<file path="src/rtl/opb_master_cmd_initiator.sv">
// Single-beat OPB master: takes one fabric command, arbitrates for the bus,
// runs the transfer with retry handling and returns data/status on a response pulse.
module opb_master_cmd_initiator #(
    parameter int unsigned C_OPB_AWIDTH = 32,
    parameter int unsigned C_OPB_DWIDTH = 32,
    parameter int unsigned C_MAX_RETRY  = 4
) (
    input  logic                        OPB_Clk,
    input  logic                        OPB_Rst_n,
    input  logic                        cmd_valid,
    output logic                        cmd_ready,
    input  logic                        cmd_rnw,
    input  logic [0:C_OPB_AWIDTH-1]     cmd_addr,
    input  logic [0:C_OPB_DWIDTH/8-1]   cmd_be,
    input  logic [0:C_OPB_DWIDTH-1]     cmd_wdata,
    output logic                        rsp_valid,
    output logic [0:C_OPB_DWIDTH-1]     rsp_rdata,
    output logic [1:0]                  rsp_status,
    output logic                        M_request,
    output logic                        M_busLock,
    output logic                        M_select,
    output logic                        M_RNW,
    output logic                        M_seqAddr,
    output logic [0:C_OPB_AWIDTH-1]     M_ABus,
    output logic [0:C_OPB_DWIDTH/8-1]   M_BE,
    output logic [0:C_OPB_DWIDTH-1]     M_DBus,
    input  logic                        OPB_MGrant,
    input  logic                        OPB_xferAck,
    input  logic                        OPB_errAck,
    input  logic                        OPB_retry,
    input  logic                        OPB_timeout,
    input  logic [0:C_OPB_DWIDTH-1]     OPB_DBus
);
    localparam int unsigned BE_W  = C_OPB_DWIDTH / 8;
    localparam int unsigned CNT_W = 4;

    localparam logic [1:0] ST_IDLE = 2'd0;
    localparam logic [1:0] ST_REQ  = 2'd1;
    localparam logic [1:0] ST_XFER = 2'd2;
    localparam logic [1:0] ST_RESP = 2'd3;

    localparam logic [1:0] RSP_OK  = 2'b00;
    localparam logic [1:0] RSP_ERR = 2'b01;
    localparam logic [1:0] RSP_TMO = 2'b10;
    localparam logic [1:0] RSP_RTY = 2'b11;

    logic [1:0]              state_q, state_d;
    logic                    cmd_ready_q, cmd_ready_d;
    logic                    rnw_q, rnw_d;
    logic [0:C_OPB_AWIDTH-1] addr_q, addr_d;
    logic [0:BE_W-1]         be_q, be_d;
    logic [0:C_OPB_DWIDTH-1] wdata_q, wdata_d;
    logic [CNT_W-1:0]        retry_cnt_q, retry_cnt_d;
    logic                    m_request_q, m_request_d;
    logic                    m_select_q, m_select_d;
    logic                    m_rnw_q, m_rnw_d;
    logic [0:C_OPB_AWIDTH-1] m_abus_q, m_abus_d;
    logic [0:BE_W-1]         m_be_q, m_be_d;
    logic [0:C_OPB_DWIDTH-1] m_dbus_q, m_dbus_d;
    logic                    rsp_valid_q, rsp_valid_d;
    logic [0:C_OPB_DWIDTH-1] rsp_rdata_q, rsp_rdata_d;
    logic [1:0]              rsp_status_q, rsp_status_d;

    // Next-state and registered-output logic; bus fields are zero whenever select is low.
    always_comb begin
        state_d      = state_q;
        cmd_ready_d  = cmd_ready_q;
        rnw_d        = rnw_q;
        addr_d       = addr_q;
        be_d         = be_q;
        wdata_d      = wdata_q;
        retry_cnt_d  = retry_cnt_q;
        m_request_d  = m_request_q;
        m_select_d   = m_select_q;
        m_rnw_d      = m_rnw_q;
        m_abus_d     = m_abus_q;
        m_be_d       = m_be_q;
        m_dbus_d     = m_dbus_q;
        rsp_valid_d  = 1'b0;
        rsp_rdata_d  = rsp_rdata_q;
        rsp_status_d = rsp_status_q;

        case (state_q)
            ST_IDLE: begin
                cmd_ready_d = 1'b1;
                if (cmd_valid && cmd_ready_q) begin
                    rnw_d       = cmd_rnw;
                    addr_d      = cmd_addr;
                    be_d        = cmd_be;
                    wdata_d     = cmd_wdata;
                    retry_cnt_d = '0;
                    cmd_ready_d = 1'b0;
                    m_request_d = 1'b1;
                    state_d     = ST_REQ;
                end
            end
            ST_REQ: begin
                m_request_d = 1'b1;
                if (OPB_MGrant) begin
                    m_request_d = 1'b0;
                    m_select_d  = 1'b1;
                    m_rnw_d     = rnw_q;
                    m_abus_d    = addr_q;
                    m_be_d      = be_q;
                    m_dbus_d    = rnw_q ? '0 : wdata_q;
                    state_d     = ST_XFER;
                end
            end
            ST_XFER: begin
                if (OPB_timeout || OPB_errAck || OPB_retry || OPB_xferAck) begin
                    m_select_d = 1'b0;
                    m_rnw_d    = 1'b0;
                    m_abus_d   = '0;
                    m_be_d     = '0;
                    m_dbus_d   = '0;
                    state_d    = ST_RESP;
                    rsp_valid_d = 1'b1;
                    rsp_rdata_d = '0;
                    if (OPB_timeout) begin
                        rsp_status_d = RSP_TMO;
                    end else if (OPB_errAck) begin
                        rsp_status_d = RSP_ERR;
                    end else if (OPB_retry) begin
                        retry_cnt_d = retry_cnt_q + CNT_W'(1);
                        if (retry_cnt_d == CNT_W'(C_MAX_RETRY)) begin
                            rsp_status_d = RSP_RTY;
                        end else begin
                            // Re-arbitrate: no response yet, keep the previous one visible.
                            state_d      = ST_REQ;
                            m_request_d  = 1'b1;
                            rsp_valid_d  = 1'b0;
                            rsp_rdata_d  = rsp_rdata_q;
                        end
                    end else begin
                        rsp_status_d = RSP_OK;
                        rsp_rdata_d  = rnw_q ? OPB_DBus : '0;
                    end
                end
            end
            ST_RESP: begin
                state_d     = ST_IDLE;
                cmd_ready_d = 1'b1;
            end
            default: begin
                state_d = ST_IDLE;
            end
        endcase
    end

    always_ff @(posedge OPB_Clk) begin
        if (!OPB_Rst_n) begin
            state_q      <= ST_IDLE;
            cmd_ready_q  <= 1'b0;
            rnw_q        <= 1'b0;
            addr_q       <= '0;
            be_q         <= '0;
            wdata_q      <= '0;
            retry_cnt_q  <= '0;
            m_request_q  <= 1'b0;
            m_select_q   <= 1'b0;
            m_rnw_q      <= 1'b0;
            m_abus_q     <= '0;
            m_be_q       <= '0;
            m_dbus_q     <= '0;
            rsp_valid_q  <= 1'b0;
            rsp_rdata_q  <= '0;
            rsp_status_q <= RSP_OK;
        end else begin
            state_q      <= state_d;
            cmd_ready_q  <= cmd_ready_d;
            rnw_q        <= rnw_d;
            addr_q       <= addr_d;
            be_q         <= be_d;
            wdata_q      <= wdata_d;
            retry_cnt_q  <= retry_cnt_d;
            m_request_q  <= m_request_d;
            m_select_q   <= m_select_d;
            m_rnw_q      <= m_rnw_d;
            m_abus_q     <= m_abus_d;
            m_be_q       <= m_be_d;
            m_dbus_q     <= m_dbus_d;
            rsp_valid_q  <= rsp_valid_d;
            rsp_rdata_q  <= rsp_rdata_d;
            rsp_status_q <= rsp_status_d;
        end
    end

    assign cmd_ready  = cmd_ready_q;
    assign rsp_valid  = rsp_valid_q;
    assign rsp_rdata  = rsp_rdata_q;
    assign rsp_status = rsp_status_q;
    assign M_request  = m_request_q;
    assign M_busLock  = 1'b0;
    assign M_select   = m_select_q;
    assign M_RNW      = m_rnw_q;
    assign M_seqAddr  = 1'b0;
    assign M_ABus     = m_abus_q;
    assign M_BE       = m_be_q;
    assign M_DBus     = m_dbus_q;

endmodule

</file>
<file path="config.mk">
export PLATFORM = sky130hd
export DESIGN_NAME = opb_master_cmd_initiator
export DESIGN_NICKNAME = d
export VERILOG_FILES = /design/src/rtl/opb_master_cmd_initiator.sv
export SDC_FILE = /design/constraint.sdc
export NUM_CORES = 1
export LEC_CHECK = 0
export ABC_CLOCK_PERIOD_IN_PS = 4800
export CORE_ASPECT_RATIO = 0.9
export CORE_MARGIN = 2
export CORE_UTILIZATION = 45
export DETAILED_ROUTE_END_ITERATION = 12
export PLACE_DENSITY = 0.84
export SLEW_MARGIN = 20
export SYNTH_ARGS = -nofsm -noshare
export SYNTH_HDL_FRONTEND = slang
export SYNTH_SLANG_ARGS = --single-unit
</file>
<file path="constraint.sdc">
create_clock -name OPB_Clk -period 4.8 [get_ports OPB_Clk]
set_input_delay 0.96 -clock OPB_Clk [delete_from_list [all_inputs] [get_ports OPB_Clk]]
set_output_delay 0.96 -clock OPB_Clk [all_outputs]
set_load 0.02 [all_outputs]
</file>
Yosys cells after proc, flatten, opt, wreduce, memory -nomap -nowiden
Cells that the tools add are included.

Register bits: 182. Output and inout bits: 109.

$add $sub $neg: 1. Mux-type cells: 51. Reduce and logical (&&, ||, !) cells: 16. Equality and inequality tests: 12.

Operators by type and width (count): $mux 32 (9); $pmux 32 s2 (2); $mux 4 (7); $mux 2 (11); $pmux 4 s2 (2); $mux 1 (15); $ne 2x2->1 const B (7); $reduce_and 3->1 (4); $pmux 2 s4 (1); $reduce_and 7->1 (1); $pmux 1 s2 (3); $reduce_and 6->1 (1); $reduce_bool 2->1 (3); $add 4x1->4 const B (1); $eq 2x2->1 const B (2); $eq 4x3->1 const B (1); $ne 4x2->1 const B (1); $logic_or 1x1->1 (3); $pmux 1 s3 (1); $reduce_bool 3->1 (1); $eq 2x1->1 const B (1); $logic_not 2->1 (1); $reduce_and 2->1 (1); $logic_and 1x1->1 (1).

Depth between registers and ports, before layout
Word-level depth: 8. Gate-level depth with buffers: 8. Mapped depth without buffers: 6.

Worst setup path before layout
OpenSTA, ideal clock, no wires.

Path type: input-to-reg. Start: input OPB_errAck. End: register rsp_rdata_q (netlist bit rsp_rdata[1]). Arrival time: 2.052 ns. Data required time: 4.728 ns. Stages on the path: 6. Slack: 2.677 ns. Setup time: 0.072 ns. Cells stage by stage: or3b_4 nand2_2 a21o_1 buf_6 buf_6 mux2i_1.

Cells in the longest elaborated chain, start to end: 4. Elaborated cells between the ends (all ways): 7. Classes of those cells: eq/ne: 1; mux: 2; reduce/logical: 4.

RTL lines: from (decl) (RTL line 29) `input logic OPB_errAck,`; $logic_or 1x1->1 (3 in a row) (RTL line 110) `if (OPB_timeout || OPB_errAck || OPB_retry || OPB_xferAck) begin`; $reduce_and 3->1 (no source line); to (signal assigned) (RTL line 183) `rsp_rdata_q <= rsp_rdata_d;`; to (decl) (RTL line 61) `logic [0:C_OPB_DWIDTH-1] rsp_rdata_q, rsp_rdata_d;`.

Several ways; a longest one is shown, not always the timed one. A chain may end at the register's enable or synchronous reset.

Worst setup path after layout
Start: input OPB_retry. End: register m_dbus_q (netlist bit M_DBus[28]).

Cells in the longest elaborated chain, start to end: 4.

RTL lines: from (decl) (RTL line 30) `input logic OPB_retry,`; $logic_or 1x1->1 (2 in a row) (RTL line 110); $ne 2x2->1 (no source line); $reduce_and 3->1 (no source line); to (signal assigned) (RTL line 181) `m_dbus_q <= m_dbus_d;`; to (decl) (RTL line 59) `logic [0:C_OPB_DWIDTH-1] m_dbus_q, m_dbus_d;`.

Every way passes these cells.

==> metrics.md <==
| Metric | Value |
|---|---|
| Vias per std cell | `5.13` |
| Synth Area in Compound Gates | `15.9%` |
| Synth Instances | `765` |
| Synthesized cell area | `6680 um2` |
| Critical path cell sequence | `clkdlybuf4s50_1 -> nor4_2 -> a22o_2 -> buf_4 -> a22oi_1 -> nor2_1` |
| Post-Route WL | `17600 um` |
| WP data required | `5.15 ns` |
| Top post-synthesis cells by count | `209 x nand2_1, 182 x dfxtp_1, 77 x nor2_1` |
| Pre-antenna DRT Iters | `5` |
| Top Metal Used | `met4` |
| Max_slew headroom | `31.7%` |
| Post-synth top flop | `dfxtp_1` |
| Max_cap viols | `0` |
| CTS Hold Buffers Added | `0` |
| Die X | `132 um` |
| Gates resized, CTS repair | `0` |
| Clock transition at path regs | `0.06 ns` |
| Leak | `3.56 nW` |
| Post-DRT Antenna Nets | `0` |
| Final Max Slew Viols | `0` |
| Synth area leaders | `dfxtp_1 55%, nand2_1 12%, a22oi_1 7.8%` |
| Slowest cell on crit path | `buf_4` |
| Pwr Density | `419 nW/um2` |
| Largest family of logic cells by synthesized area | `simple AND/OR/NAND/NOR gates` |
| Syn. warnings | `0` |
| Port bufs | `215` |
| Clock skew | `0.00724 ns` |
| Final Hold Vio Count | `0` |
| Stages on worst setup path | `6` |
| Wl on met1 | `7710 um` |
| Initial antenna violation count | `0` |
| Synth async-reset ratio | `0%` |
| Worst setup EP type | `flip-flop` |
| Final Worst Setup Slack | `1.87 ns` |
| Routed wl met3 | `746 um` |
| Detailed placement HPWL | `11500 um` |
| Max Clk Rate | `0.342 GHz` |
| Metal2 WL | `8830 um` |
| Post-synth top area share | `54.6%` |
| Total negative slack | `0 ns` |
| Clk sinks | `182` |
| Register area share after synthesis | `54.6%` |
| CP Launch Type | `input port` |
| Crit-path max cell delay | `0.62 ns` |
| Worst path bufs/invs | `2` |
| Worst-case reg-to-reg path depth | `5` |
| Area growth from synthesis to layout | `43.3%` |
| Period minus WS final | `2.93 ns` |
| DR WL/cell | `15.2 um` |
| First-pass GRT wire length | `27900 um` |
| Die Span Y | `120 um` |
| Worst VDD drop | `0.000315 V` |
| Via Count | `5943` |
| RSZ-0062 raised after global routing | `false` |
| Worst-Margin Slew | `1.02 ns` |
| Total CTS buffers | `17` |
| Worst hold path class | `flip-flop to flip-flop` |
| Initial Utilization | `45.7%` |
| Worst hold slack | `0.453 ns` |
| Vias in the first global route | `5691` |
| Drc violations | `0` |
| Mean post-synth cell area | `8.73 um2` |
| Synthesized flop and latch total | `182` |
| Placed cells | `1127` |
| Antenna cells | `0` |
| Post-Synth Simple-Gate Area | `18.4%` |
| GRT Total Usage | `21.9%` |
| Largest net degree at the start of global routing | `93` |
| Cell variety after synth | `44` |
| Hold depth | `2` |
| Mux cell area share after synthesis | `4.95%` |
| Critical path's top delay family | `buffers and inverters` |
| Worst EP arrival | `3.28 ns` |
| Run status | `finished, final reports clean` |
| Yosys top cell by area | `dfxtp_1` |
| CTS tree | `built` |
| Clk Tree Root Cell | `clkbuf_16` |
| Setup Buffers After CTS | `0` |
| Count leader, synth | `nand2_1` |
| GRT overflow | `0` |
| CP Max Fanout | `70` |
| Post-Synth Adder-Cell Area | `1.50%` |
| Kind of critical path | `input port to flip-flop` |
| Drt first-iter violations | `402` |
| Fraction of layout cells with a size suffix above 1 | `5.62%` |
| Rows | `42` |
| Post-synth EDFFs | `0` |
| Die area | `15800 um2` |
| Worst skew pair latency | `0.42 ns` |
| R2R Setup Slk | `2.24 ns` |
| Clock Path Buffers | `2` |
| Non-Filler Instances | `1159` |
| Setup-failing EPs final | `0` |
| XOR/XNOR share of the synthesized area | `0.131%` |
| Core area | `14600 um2` |
| Setup WS pre-CTS | `1.45 ns` |
| Layout Nets | `1065` |
| Routability Congestion | `0.775` |
| H-tree depth | `4` |
| Period utilization | `61.0%` |
| Fin util | `65.5%` |
| I/O pins | `218` |
## tightest hold or removal path, stage by stage, from the launching register on
cell	delay [ns]
dfxtp_1	0.31
nand2_1	0.05
a21oi_1	0.05
## where the power goes
group	total (mW)	internal [mW]	leakage (nW)	switching, mW
Clock	1.53	0.943	0.317	0.588
Combinational	0.776	0.294	1.77	0.482
Sequential	1.70	1.63	1.47	0.0692
Total	4.00	2.86	3.56	1.14
## state kept, by name (all words and copies together) (netlist names), 2 cells and up
signal / flops
M_DBus: 32
M_BE: 4
retry_cnt_q: 4
addr_q: 32
wdata_q: 32
be_q: 4
M_ABus: 32
state_q: 2
rsp_status: 2
rsp_rdata: 32
## metrics by stage
stage	total power, mW	area, um2
final	4.00	9560
after global routing	4.18	9560
after CTS	4.04	9560
after detailed placement	2.50	8900
after global placement	2.49	8900
after floorplan	2.23	6680
## cells in the final DEF, fill, tap and decap left out, types with 2 or more instances in the layout
cell type / instances
conb_1: 2
clkinvlp_4: 2
clkdlybuf4s50_1: 215
and2_1: 3
nand3_1: 3
inv_6: 2
a22oi_1: 69
inv_1: 4
nand2b_1: 2
a31oi_1: 2
clkbuf_16: 17
o21ai_1: 3
buf_4: 7
a21oi_1: 76
ha_1: 8
nand2_1: 209
nor3b_1: 2
nor2_1: 76
a31o_2: 2
clkinv_4: 4
bufinv_16: 5
mux2i_1: 33
o21ai_0: 3
a211oi_1: 2
dfxtp_1: 182
## logic make-up after synthesis
| family | Yosys count |
|---|---|
| AO/OA/AOI/OAI | 167 |
| XOR/XNOR | 1 |
| adder cells (fa/ha/maj) | 8 |
| buffers and inverters | 65 |
| flip-flops | 182 |
| multiplexers | 33 |
| other | 1 |
| AND/OR/NAND/NOR | 308 |
## per-layer routing
layer  GRT usage [%]  vias up
met1            27.0     2805
met4            9.34        0
met3            4.14       20
met2            37.6      183
li1                -     2935
met5               0        -
## final timing paths
path,start,end
worst min-delay path,wdata_q[25]$_SDFFE_PN0P_,wdata_q[25]$_SDFFE_PN0P_
worst min register to register,wdata_q[25]$_SDFFE_PN0P_,wdata_q[25]$_SDFFE_PN0P_
worst max register to register,state_q[0]$_SDFFE_PN0P_,rsp_rdata[28]$_SDFFE_PN0P_
worst max-delay path,OPB_retry,M_DBus[28]$_SDFFE_PN0P_
## cell type report
type / instances / area (um2)
Clock buffer: 18 / 439
Clock inverter: 14 / 223
Fill cell: 1241 / 5040
Inverter: 5 / 21.3
Multi-Input combinational cell: 519 / 2770
Sequential cell: 182 / 3640
Tap cell: 198 / 248
Timing Repair Buffer: 223 / 2220
Note: power is estimated with default switching activity, not from simulation.
